$ cat config.mk
export PLATFORM = sky130hd
export DESIGN_NAME = sext_accumulator
export DESIGN_NICKNAME = d
export VERILOG_FILES = /design/src/rtl/sext_accumulator.sv
export SDC_FILE = /design/constraint.sdc
export NUM_CORES = 1
export LEC_CHECK = 0
export ABC_AREA = 0
export CORE_UTILIZATION = 25
export CTS_CLUSTER_DIAMETER = 100
export DETAILED_ROUTE_END_ITERATION = 6
export HOLD_SLACK_MARGIN = 0.02
export PLACE_DENSITY = 0.45
export RECOVER_POWER = 50
export REMOVE_ABC_BUFFERS = 1
export SLEW_MARGIN = 30
export SYNTH_ARGS = -nofsm -noshare
export SYNTH_HDL_FRONTEND = slang
export SYNTH_SLANG_ARGS = --single-unit
$ cat constraint.sdc
create_clock -name clk -period 3.49 [get_ports clk]
set_input_delay 0.5235 -clock clk [delete_from_list [all_inputs] [get_ports clk]]
set_output_delay 0.5235 -clock clk [all_outputs]
set_load 0.03 [all_outputs]
$ cat src/rtl/sext_accumulator.sv
// -----------------------------------------------------------------------------
// sext_accumulator
//   Accepts signed SAMPLE_W-bit samples over a valid/ready handshake, sign-extends
//   each one to OUT_W bits and sums every COUNT accepted samples into one frame
//   total. The total is held on a valid/ready output port until it is taken.
//
//   Optional feature macro: SATURATE_EN
//     defined   : every add clamps to the signed OUT_W range and a sticky
//                 sat_seen flag records that a clamp happened.
//     undefined : adds wrap modulo 2^OUT_W and sat_seen is tied low.
//
//   in_ready is a registered function of the FSM state only, so there is no
//   combinational path from out_ready (or anything else) to in_ready.
// -----------------------------------------------------------------------------
module sext_accumulator #(
    parameter int SAMPLE_W = 8,
    parameter int OUT_W    = 32,
    parameter int COUNT    = 4
) (
    input  logic                clk,
    input  logic                reset,
    input  logic                in_valid,
    input  logic [SAMPLE_W-1:0] in_data,
    output logic                in_ready,
    input  logic                flush,
    output logic                out_valid,
    output logic [OUT_W-1:0]    out_data,
    input  logic                out_ready,
    output logic                sat_seen
);

    // Sample counter is wide enough for the largest frame length (65535).
    localparam int             CNT_W    = 16;
    localparam logic [CNT_W-1:0] CNT_LAST = CNT_W'(COUNT - 1);
    localparam logic [CNT_W-1:0] CNT_ONE  = 16'd1;

    typedef enum logic [0:0] {
        ST_ACCUM = 1'b0,
        ST_HOLD  = 1'b1
    } state_t;

    // Replicate the sample sign bit into the upper OUT_W-SAMPLE_W bits.
    function automatic logic [OUT_W-1:0] sign_extend(input logic [SAMPLE_W-1:0] s);
        return {{(OUT_W - SAMPLE_W){s[SAMPLE_W-1]}}, s};
    endfunction

`ifdef SATURATE_EN
    localparam logic [OUT_W-1:0] SAT_MAX = {1'b0, {(OUT_W - 1){1'b1}}};
    localparam logic [OUT_W-1:0] SAT_MIN = {1'b1, {(OUT_W - 1){1'b0}}};

    // Signed add with clamping; result is {clamped_flag, clamped_sum}.
    // Overflow only happens when both operands share a sign and the raw sum
    // does not; the clamp direction then follows the operand sign.
    function automatic logic [OUT_W:0] sat_add(input logic [OUT_W-1:0] a,
                                               input logic [OUT_W-1:0] b);
        logic [OUT_W-1:0] raw;
        logic             ovf;
        raw = a + b;
        ovf = (a[OUT_W-1] == b[OUT_W-1]) && (raw[OUT_W-1] != a[OUT_W-1]);
        if (!ovf) begin
            return {1'b0, raw};
        end else if (a[OUT_W-1]) begin
            return {1'b1, SAT_MIN};
        end else begin
            return {1'b1, SAT_MAX};
        end
    endfunction
`endif

    // State and datapath flops
    state_t             state_q, state_d;
    logic [OUT_W-1:0]   acc_q, acc_d;
    logic [CNT_W-1:0]   cnt_q, cnt_d;
    logic               out_valid_q, out_valid_d;
    logic [OUT_W-1:0]   out_data_q, out_data_d;
    logic               in_ready_q, in_ready_d;

    // Combinational helpers
    logic [OUT_W-1:0]   ext_s;
    logic [OUT_W-1:0]   sum_s;
    logic               accept_s;

`ifdef SATURATE_EN
    logic               sat_seen_q, sat_seen_d;
    logic               clamp_s;
`endif

    // Sign-extend the incoming sample and form the running sum for this cycle.
    always_comb begin
        ext_s    = sign_extend(in_data);
        accept_s = in_valid & in_ready_q;
`ifdef SATURATE_EN
        {clamp_s, sum_s} = sat_add(acc_q, ext_s);
`else
        sum_s = acc_q + ext_s;
`endif
    end

    // Next-state logic for the ACCUM/HOLD frame controller and its datapath.
    always_comb begin
        state_d     = state_q;
        acc_d       = acc_q;
        cnt_d       = cnt_q;
        out_valid_d = out_valid_q;
        out_data_d  = out_data_q;
`ifdef SATURATE_EN
        sat_seen_d  = sat_seen_q;
`endif
        case (state_q)
            ST_ACCUM: begin
                if (flush) begin
                    // A flush discards the partial frame and drops any sample
                    // presented in the same cycle.
                    acc_d = '0;
                    cnt_d = '0;
                end else if (accept_s) begin
`ifdef SATURATE_EN
                    sat_seen_d = sat_seen_q | clamp_s;
`endif
                    if (cnt_q == CNT_LAST) begin
                        out_data_d  = sum_s;
                        out_valid_d = 1'b1;
                        acc_d       = '0;
                        cnt_d       = '0;
                        state_d     = ST_HOLD;
                    end else begin
                        acc_d = sum_s;
                        cnt_d = cnt_q + CNT_ONE;
                    end
                end else begin
                    acc_d = acc_q;
                    cnt_d = cnt_q;
                end
            end
            ST_HOLD: begin
                // flush is deliberately ignored here: the completed total is
                // always delivered.
                if (out_ready) begin
                    out_valid_d = 1'b0;
                    state_d     = ST_ACCUM;
                end else begin
                    out_valid_d = 1'b1;
                    state_d     = ST_HOLD;
                end
            end
            default: begin
                state_d     = ST_ACCUM;
                acc_d       = '0;
                cnt_d       = '0;
                out_valid_d = 1'b0;
            end
        endcase
        // in_ready follows the state we are about to enter, registered.
        if (state_d == ST_ACCUM) begin
            in_ready_d = 1'b1;
        end else begin
            in_ready_d = 1'b0;
        end
    end

    // Register all state; synchronous reset overrides every other input.
    always_ff @(posedge clk) begin
        if (reset) begin
            state_q     <= ST_ACCUM;
            acc_q       <= '0;
            cnt_q       <= '0;
            out_valid_q <= 1'b0;
            out_data_q  <= '0;
            in_ready_q  <= 1'b1;
`ifdef SATURATE_EN
            sat_seen_q  <= 1'b0;
`endif
        end else begin
            state_q     <= state_d;
            acc_q       <= acc_d;
            cnt_q       <= cnt_d;
            out_valid_q <= out_valid_d;
            out_data_q  <= out_data_d;
            in_ready_q  <= in_ready_d;
`ifdef SATURATE_EN
            sat_seen_q  <= sat_seen_d;
`endif
        end
    end

    assign in_ready  = in_ready_q;
    assign out_valid = out_valid_q;
    assign out_data  = out_data_q;
`ifdef SATURATE_EN
    assign sat_seen  = sat_seen_q;
`else
    assign sat_seen  = 1'b0;
`endif

endmodule

==> results.sh, run 1 <==
export IMPL_syn_area_um2=4780
export IMPL_portBuffers=46
export IMPL_final_util_pct=32.4
export IMPL_seq_area_um2=1660
export IMPL_hpwl_mm=9.29
export IMPL_holdPathStages=2
export IMPL_grt_usage_pct=13.9
export IMPL_grt_pass1_vias=4273
export IMPL_cts_buffer_depth=2
export IMPL_synthCells=579
export IMPL_power_density_nw_per_um2=397
export IMPL_grt_overflow_total=0
export IMPL_die_width_um=140
export IMPL_first_pass_iters=5
export IMPL_start_kind="primary input"
export IMPL_die_h_um=140
export IMPL_multi_input_area_um2=2930
export IMPL_start_util_pct=25.5
export IMPL_hp_class="reg -> reg"
export IMPL_fin_crit_sh_pct=90.8
export IMPL_antenna_found_initial=0
export IMPL_slew_headroom_pct=32.0
export IMPL_root_buffer="clkbuf_16"
export IMPL_cts_tree="done"
export IMPL_reg2regPathDepth=11
export IMPL_path_class="in -> reg"
export IMPL_synth_top_area_cell="dfxtp_1"
export IMPL_cts_sinks=83
export IMPL_r2r_start="acc_q[0]"
export IMPL_finalCriticalPeriod_ns=3.17
export IMPL_ys_async_sr_fraction_pct=0
export IMPL_setup_violations=0
export IMPL_rsz0062_at_grt="false"
export IMPL_drt_initial_drc_count=224
export IMPL_fmax_mhz=316
export IMPL_grt_pass1_wl_mm=21.6
export IMPL_synth_edff_count=0
export IMPL_drive_gt1_share_pct=11.3
export IMPL_post_cts_buffers=0
export IMPL_area_growth_syn_to_layout_pct=26.9
export IMPL_hold_viol_final=0
export IMPL_synth_distinct_cells=67
export IMPL_worstMarginPinSlew_ns=1.01
export IMPL_slowest_stage="a311o_1"
export IMPL_cts_hold_buf=0
export IMPL_ys_ff_latch=83
export IMPL_cp_data_required_time_ns=3.79
export IMPL_post_cts_resized=0
export IMPL_via_per_inst=4.93
export IMPL_synth_warnings=0
export IMPL_core_area_um2=18700
export IMPL_p_leak_nw=2.56
export IMPL_critPathMaxFanout=3
export IMPL_status="completed"
export IMPL_routed_wl_mm=12.9
export IMPL_ir_drop_v=0.000258
export IMPL_grt_max_degree=43
export IMPL_hold_start="out_data[5]"
export IMPL_cap_viol_max_count=0
export IMPL_numCtsBuffers=9
export IMPL_dp_slack_ns=-0.0204
export IMPL_clk_latency_ns=0.35
export IMPL_end_kind="register"
export IMPL_synth_top_cell_area_share_pct=34.8
export IMPL_clock_skew_final_ns=0.0105
export IMPL_wl_per_cell_um=14.5
export IMPL_io_pins=48
export IMPL_maxSlewViolCount=0
export IMPL_yosys_top_cells_count="dfxtp_1, nand2_1, nor2_1"
export IMPL_avgSynthCellArea_um2=8.25
export IMPL_fin_nets=702
export IMPL_path_cells="clkdlybuf4s50_1, ha_1, fa_1, a21o_1, a21oi_1, o21ai_1, a21oi_2, o211a_1, o31ai_1, a311o_1, nor4b_1, a211o_1"
export IMPL_h_tree_depth=3
export IMPL_seq_area_frac_synth_pct=34.8
export IMPL_rows=50
export IMPL_postRouteAntennaNets=0
export IMPL_drc_errors=0
export IMPL_worst_slack_ns=0.322
export IMPL_num_vias=4412
export IMPL_worstPathArrival_ns=3.47
export IMPL_clkTransAtPathRegs_ns=0.07
export IMPL_n_antenna_cell=0
export IMPL_die_area_um2=19700
export IMPL_synthTopCellsByArea="dfxtp_1, ha_1, nand2_1"
export IMPL_n_fill_cell=1978
export IMPL_gp_congestion=0.851
export IMPL_critPathMaxStageDelay_ns=0.42
export IMPL_cp_startpoint="in_data[0]"
export IMPL_synth_ff_type="dfxtp_1"
critical path, delay by kind of cell:
family / cells / cell delay, ns
AND/OR/NAND/NOR: 1 / 0.32
buffers and inverters: 1 / 0.41
AO/OA/AOI/OAI: 8 / 1.61
adder cells (fa/ha/maj): 2 / 0.61
sequential cells by signal, indices dropped and copies added, names as in the netlist:
signal and cells:
acc_q 32, out_data 32, cnt_q 16, in_ready 1, out_valid 1, state_q 1
where the power goes:
part           internal, mW  leakage, nW  switching, mW
logic                 0.178         1.74          0.222
clock network         0.582        0.151          0.437
registers             0.971        0.672         0.0166
routing by layer:
layer / track usage [%] / vias up / share of wire, %
li1: - / 2235 / -
met2: 22.4 / 85 / 45
met3: 2.46 / 16 / 3.4
met4: 5.73 / 0 / 1.8
met1: 18.2 / 2076 / 50
met5: 0 / - / 0
per-stage QoR:
step	cell area [µm²]	TNS, ns	hold slack [ns]	std cells	power (mW)
after floorplan	4630	0	0.429	551	1.25
after global placement	5770	0	0.441	879	1.41
after detailed placement	5770	-0.0204	0.447	879	1.41
after CTS	6080	0	0.456	895	2.44
after global routing	6060	0	0.463	895	2.52
final	6060	0	0.448	895	2.41
final cells by class:
cell class | count | share of cell area [%]
clock buffer | 10 | 3.94
clock inverter | 6 | 1.18
inverter | 12 | 0.743
multi-input combinational | 456 | 48.4
sequential | 83 | 27.4
tap | 234 | 4.83
timing repair buffer | 94 | 13.5
path summary, 6_finish.rpt:
path                        to  slack (ns)
hold reg to reg    out_data[5]        0.45
setup / recovery  out_data[28]        0.32
setup reg to reg  out_data[28]        0.60
hold / removal     out_data[5]        0.45
layout by cell type, fill, tap and decap left out, types with 4 or more instances in the layout:
master | netlist | layout
ha_1 | 32 | 32
clkbuf_16 | 0 | 9
dlygate4sd3_1 | 0 | 35
o21ai_1 | 7 | 7
nor3_1 | 7 | 7
a211oi_1 | 5 | 5
nor3b_1 | 4 | 4
a22oi_1 | 16 | 16
nor2b_1 | 4 | 4
xnor2_1 | 21 | 21
nand2_1 | 83 | 83
nand3_1 | 10 | 10
or3_1 | 5 | 5
dfxtp_1 | 83 | 83
mux2i_1 | 4 | 4
xor2_1 | 18 | 18
inv_1 | 12 | 12
a22o_1 | 13 | 13
buf_4 | 1 | 45
a21oi_1 | 57 | 57
nor2_1 | 60 | 60
clkdlybuf4s50_1 | 0 | 10
nand2b_1 | 5 | 5
o21ai_0 | 15 | 15
nand4_1 | 8 | 8
a21o_1 | 18 | 18
cell families (layout without fill, tap and decap cells):
kind of cell             after synthesis  in the layout  share of synthesized area (%)
flip-flops                            83             83                           34.8
multiplexers                           4              4                          0.838
XOR/XNOR                              39             39                           7.15
buffers and inverters                 40            122                           4.01
AND/OR/NAND/NOR                      214            214                           21.3
adder cells (fa/ha/maj)               33             33                           8.80
other                                  1              1                         0.0785
AO/OA/AOI/OAI                        165            165                           23.0
Power figures use the tool's default switching activity.
==> run 2, diff against run 1 <==
--- a/config.mk
+++ b/config.mk
@@ -6,6 +6,7 @@
 export NUM_CORES = 1
 export LEC_CHECK = 0
 export ABC_AREA = 0
+export CORE_MARGIN = 3
 export CORE_UTILIZATION = 25
 export CTS_CLUSTER_DIAMETER = 100
 export DETAILED_ROUTE_END_ITERATION = 6
@@ -13,6 +14,7 @@
 export PLACE_DENSITY = 0.45
 export RECOVER_POWER = 50
 export REMOVE_ABC_BUFFERS = 1
+export SKIP_CTS_REPAIR_TIMING = 1
 export SLEW_MARGIN = 30
 export SYNTH_ARGS = -nofsm -noshare
 export SYNTH_HDL_FRONTEND = slang
==> results.sh, run 2 (synthesis gave the netlist of run 1 again) <==
export IMPL_status="completed"
export IMPL_start_kind="primary input"
export IMPL_cap_viol_max_count=0
export IMPL_via_per_inst=4.86
export IMPL_r2r_start="cnt_q[0]"
export IMPL_drive_gt1_share_pct=9.29
export IMPL_gp_congestion=0.857
export IMPL_portBuffers=46
export IMPL_power_density_nw_per_um2=402
export IMPL_cts_sinks=83
export IMPL_die_width_um=144
export IMPL_setup_violations=0
export IMPL_num_vias=4255
export IMPL_met1_length_mm=6.12
export IMPL_h_tree_depth=3
export IMPL_top_layer="met4"
export IMPL_root_buffer="clkbuf_16"
export IMPL_io_pins=48
export IMPL_hpwl_mm=9.04
export IMPL_hold_start="out_data[2]"
export IMPL_grt_pass1_vias=4358
export IMPL_die_area_um2=20800
export IMPL_first_pass_iters=4
export IMPL_wl_met3_um=432
export IMPL_hp_class="reg -> reg"
export IMPL_final_cell_mix="nand2_1, dfxtp_1, nor2_1"
export IMPL_cts_buffer_depth=2
export IMPL_wl_met2_mm=5.79
export IMPL_end_kind="register"
export IMPL_clk_latency_ns=0.34
export IMPL_cts_tree="done"
export IMPL_grt_pass1_wl_mm=21.1
export IMPL_cp_data_required_time_ns=3.78
export IMPL_clock_skew_final_ns=0.00674
export IMPL_grt_overflow_total=0
export IMPL_postRouteAntennaNets=0
export IMPL_finalCriticalPeriod_ns=3.22
export IMPL_area_growth_syn_to_layout_pct=25.0
export IMPL_wl_per_cell_um=14.3
export IMPL_drt_initial_drc_count=212
export IMPL_worstPathArrival_ns=3.51
export IMPL_drc_errors=0
export IMPL_slew_headroom_pct=28.7
export IMPL_ir_drop_v=0.000240
export IMPL_p_leak_nw=2.50
export IMPL_grt_max_degree=39
export IMPL_worstMarginPinSlew_ns=1.07
export IMPL_clkTransAtPathRegs_ns=0.06
export IMPL_path_class="in -> reg"
export IMPL_rsz0062_at_grt="false"
export IMPL_core_area_um2=18400
export IMPL_start_util_pct=26.0
export IMPL_routed_wl_mm=12.6
export IMPL_cp_startpoint="in_data[0]"
export IMPL_hold_viol_final=0
export IMPL_fin_hold_ws_ns=0.445
export IMPL_fin_crit_sh_pct=92.4
export IMPL_die_h_um=144
export IMPL_antenna_found_initial=0
export IMPL_grt_usage_pct=12.5
export IMPL_fmax_mhz=310
export IMPL_numCtsBuffers=9
export IMPL_rows=49
export IMPL_n_antenna_cell=0
export IMPL_critPathMaxFanout=3
export IMPL_fin_nets=689
export IMPL_power_mw=2.40
export IMPL_maxSlewViolCount=0
## run 2: final timing paths
kind	endpoint	slack, ns	cells after the start
max	out_data[28]	0.27	12
min	out_data[2]	0.45	2
max reg2reg	acc_q[31]	0.54	10
min reg2reg	out_data[2]	0.45	2
## run 2: final cells by class
| type | count | area [µm²] |
|---|---|---|
| Fill cell | 1938 | 12400 |
| Sequential cell | 83 | 1660 |
| Multi-Input combinational cell | 456 | 2930 |
| Tap cell | 229 | 287 |
| Timing Repair Buffer | 81 | 727 |
| Clock buffer | 12 | 256 |
| Inverter | 12 | 45.0 |
| Clock inverter | 2 | 60.1 |
## run 2: where the power goes
group,switching [mW],internal (mW)
Clock,0.374,0.658
Combinational,0.215,0.163
Sequential,0.0159,0.972
Total,0.604,1.79
## run 2: per-stage QoR
step                cell area, µm²  utilization [%]   TNS, ns  instances  setup WS (ns)
global route                  5970             32.5         0        875         0.0622
CTS                           5980             32.5         0        875          0.304
global placement              5660             30.8  -0.00822        861       -0.00822
finish                        5970             32.5         0        875          0.266
floorplan                     4630                -         0        551          0.539
detailed placement            5660             30.8   -0.0707        861        -0.0356
## run 2: worst max-delay path, cell delays in order
cell             delay, ns
clkdlybuf4s50_1       0.41
ha_1                  0.23
fa_1                  0.40
a21o_1                0.17
a21oi_1               0.23
o21ai_1               0.16
a21oi_2               0.21
o211a_1               0.19
o31ai_1               0.10
a311o_1               0.42
nor4b_1               0.32
a211o_1               0.14
## run 2: per-layer routing
layer  track usage (%)  up-vias
met2              20.6       65
met4              4.32        0
met5                 0        -
met3              2.68       10
met1              16.3     1985
li1                  -     2195
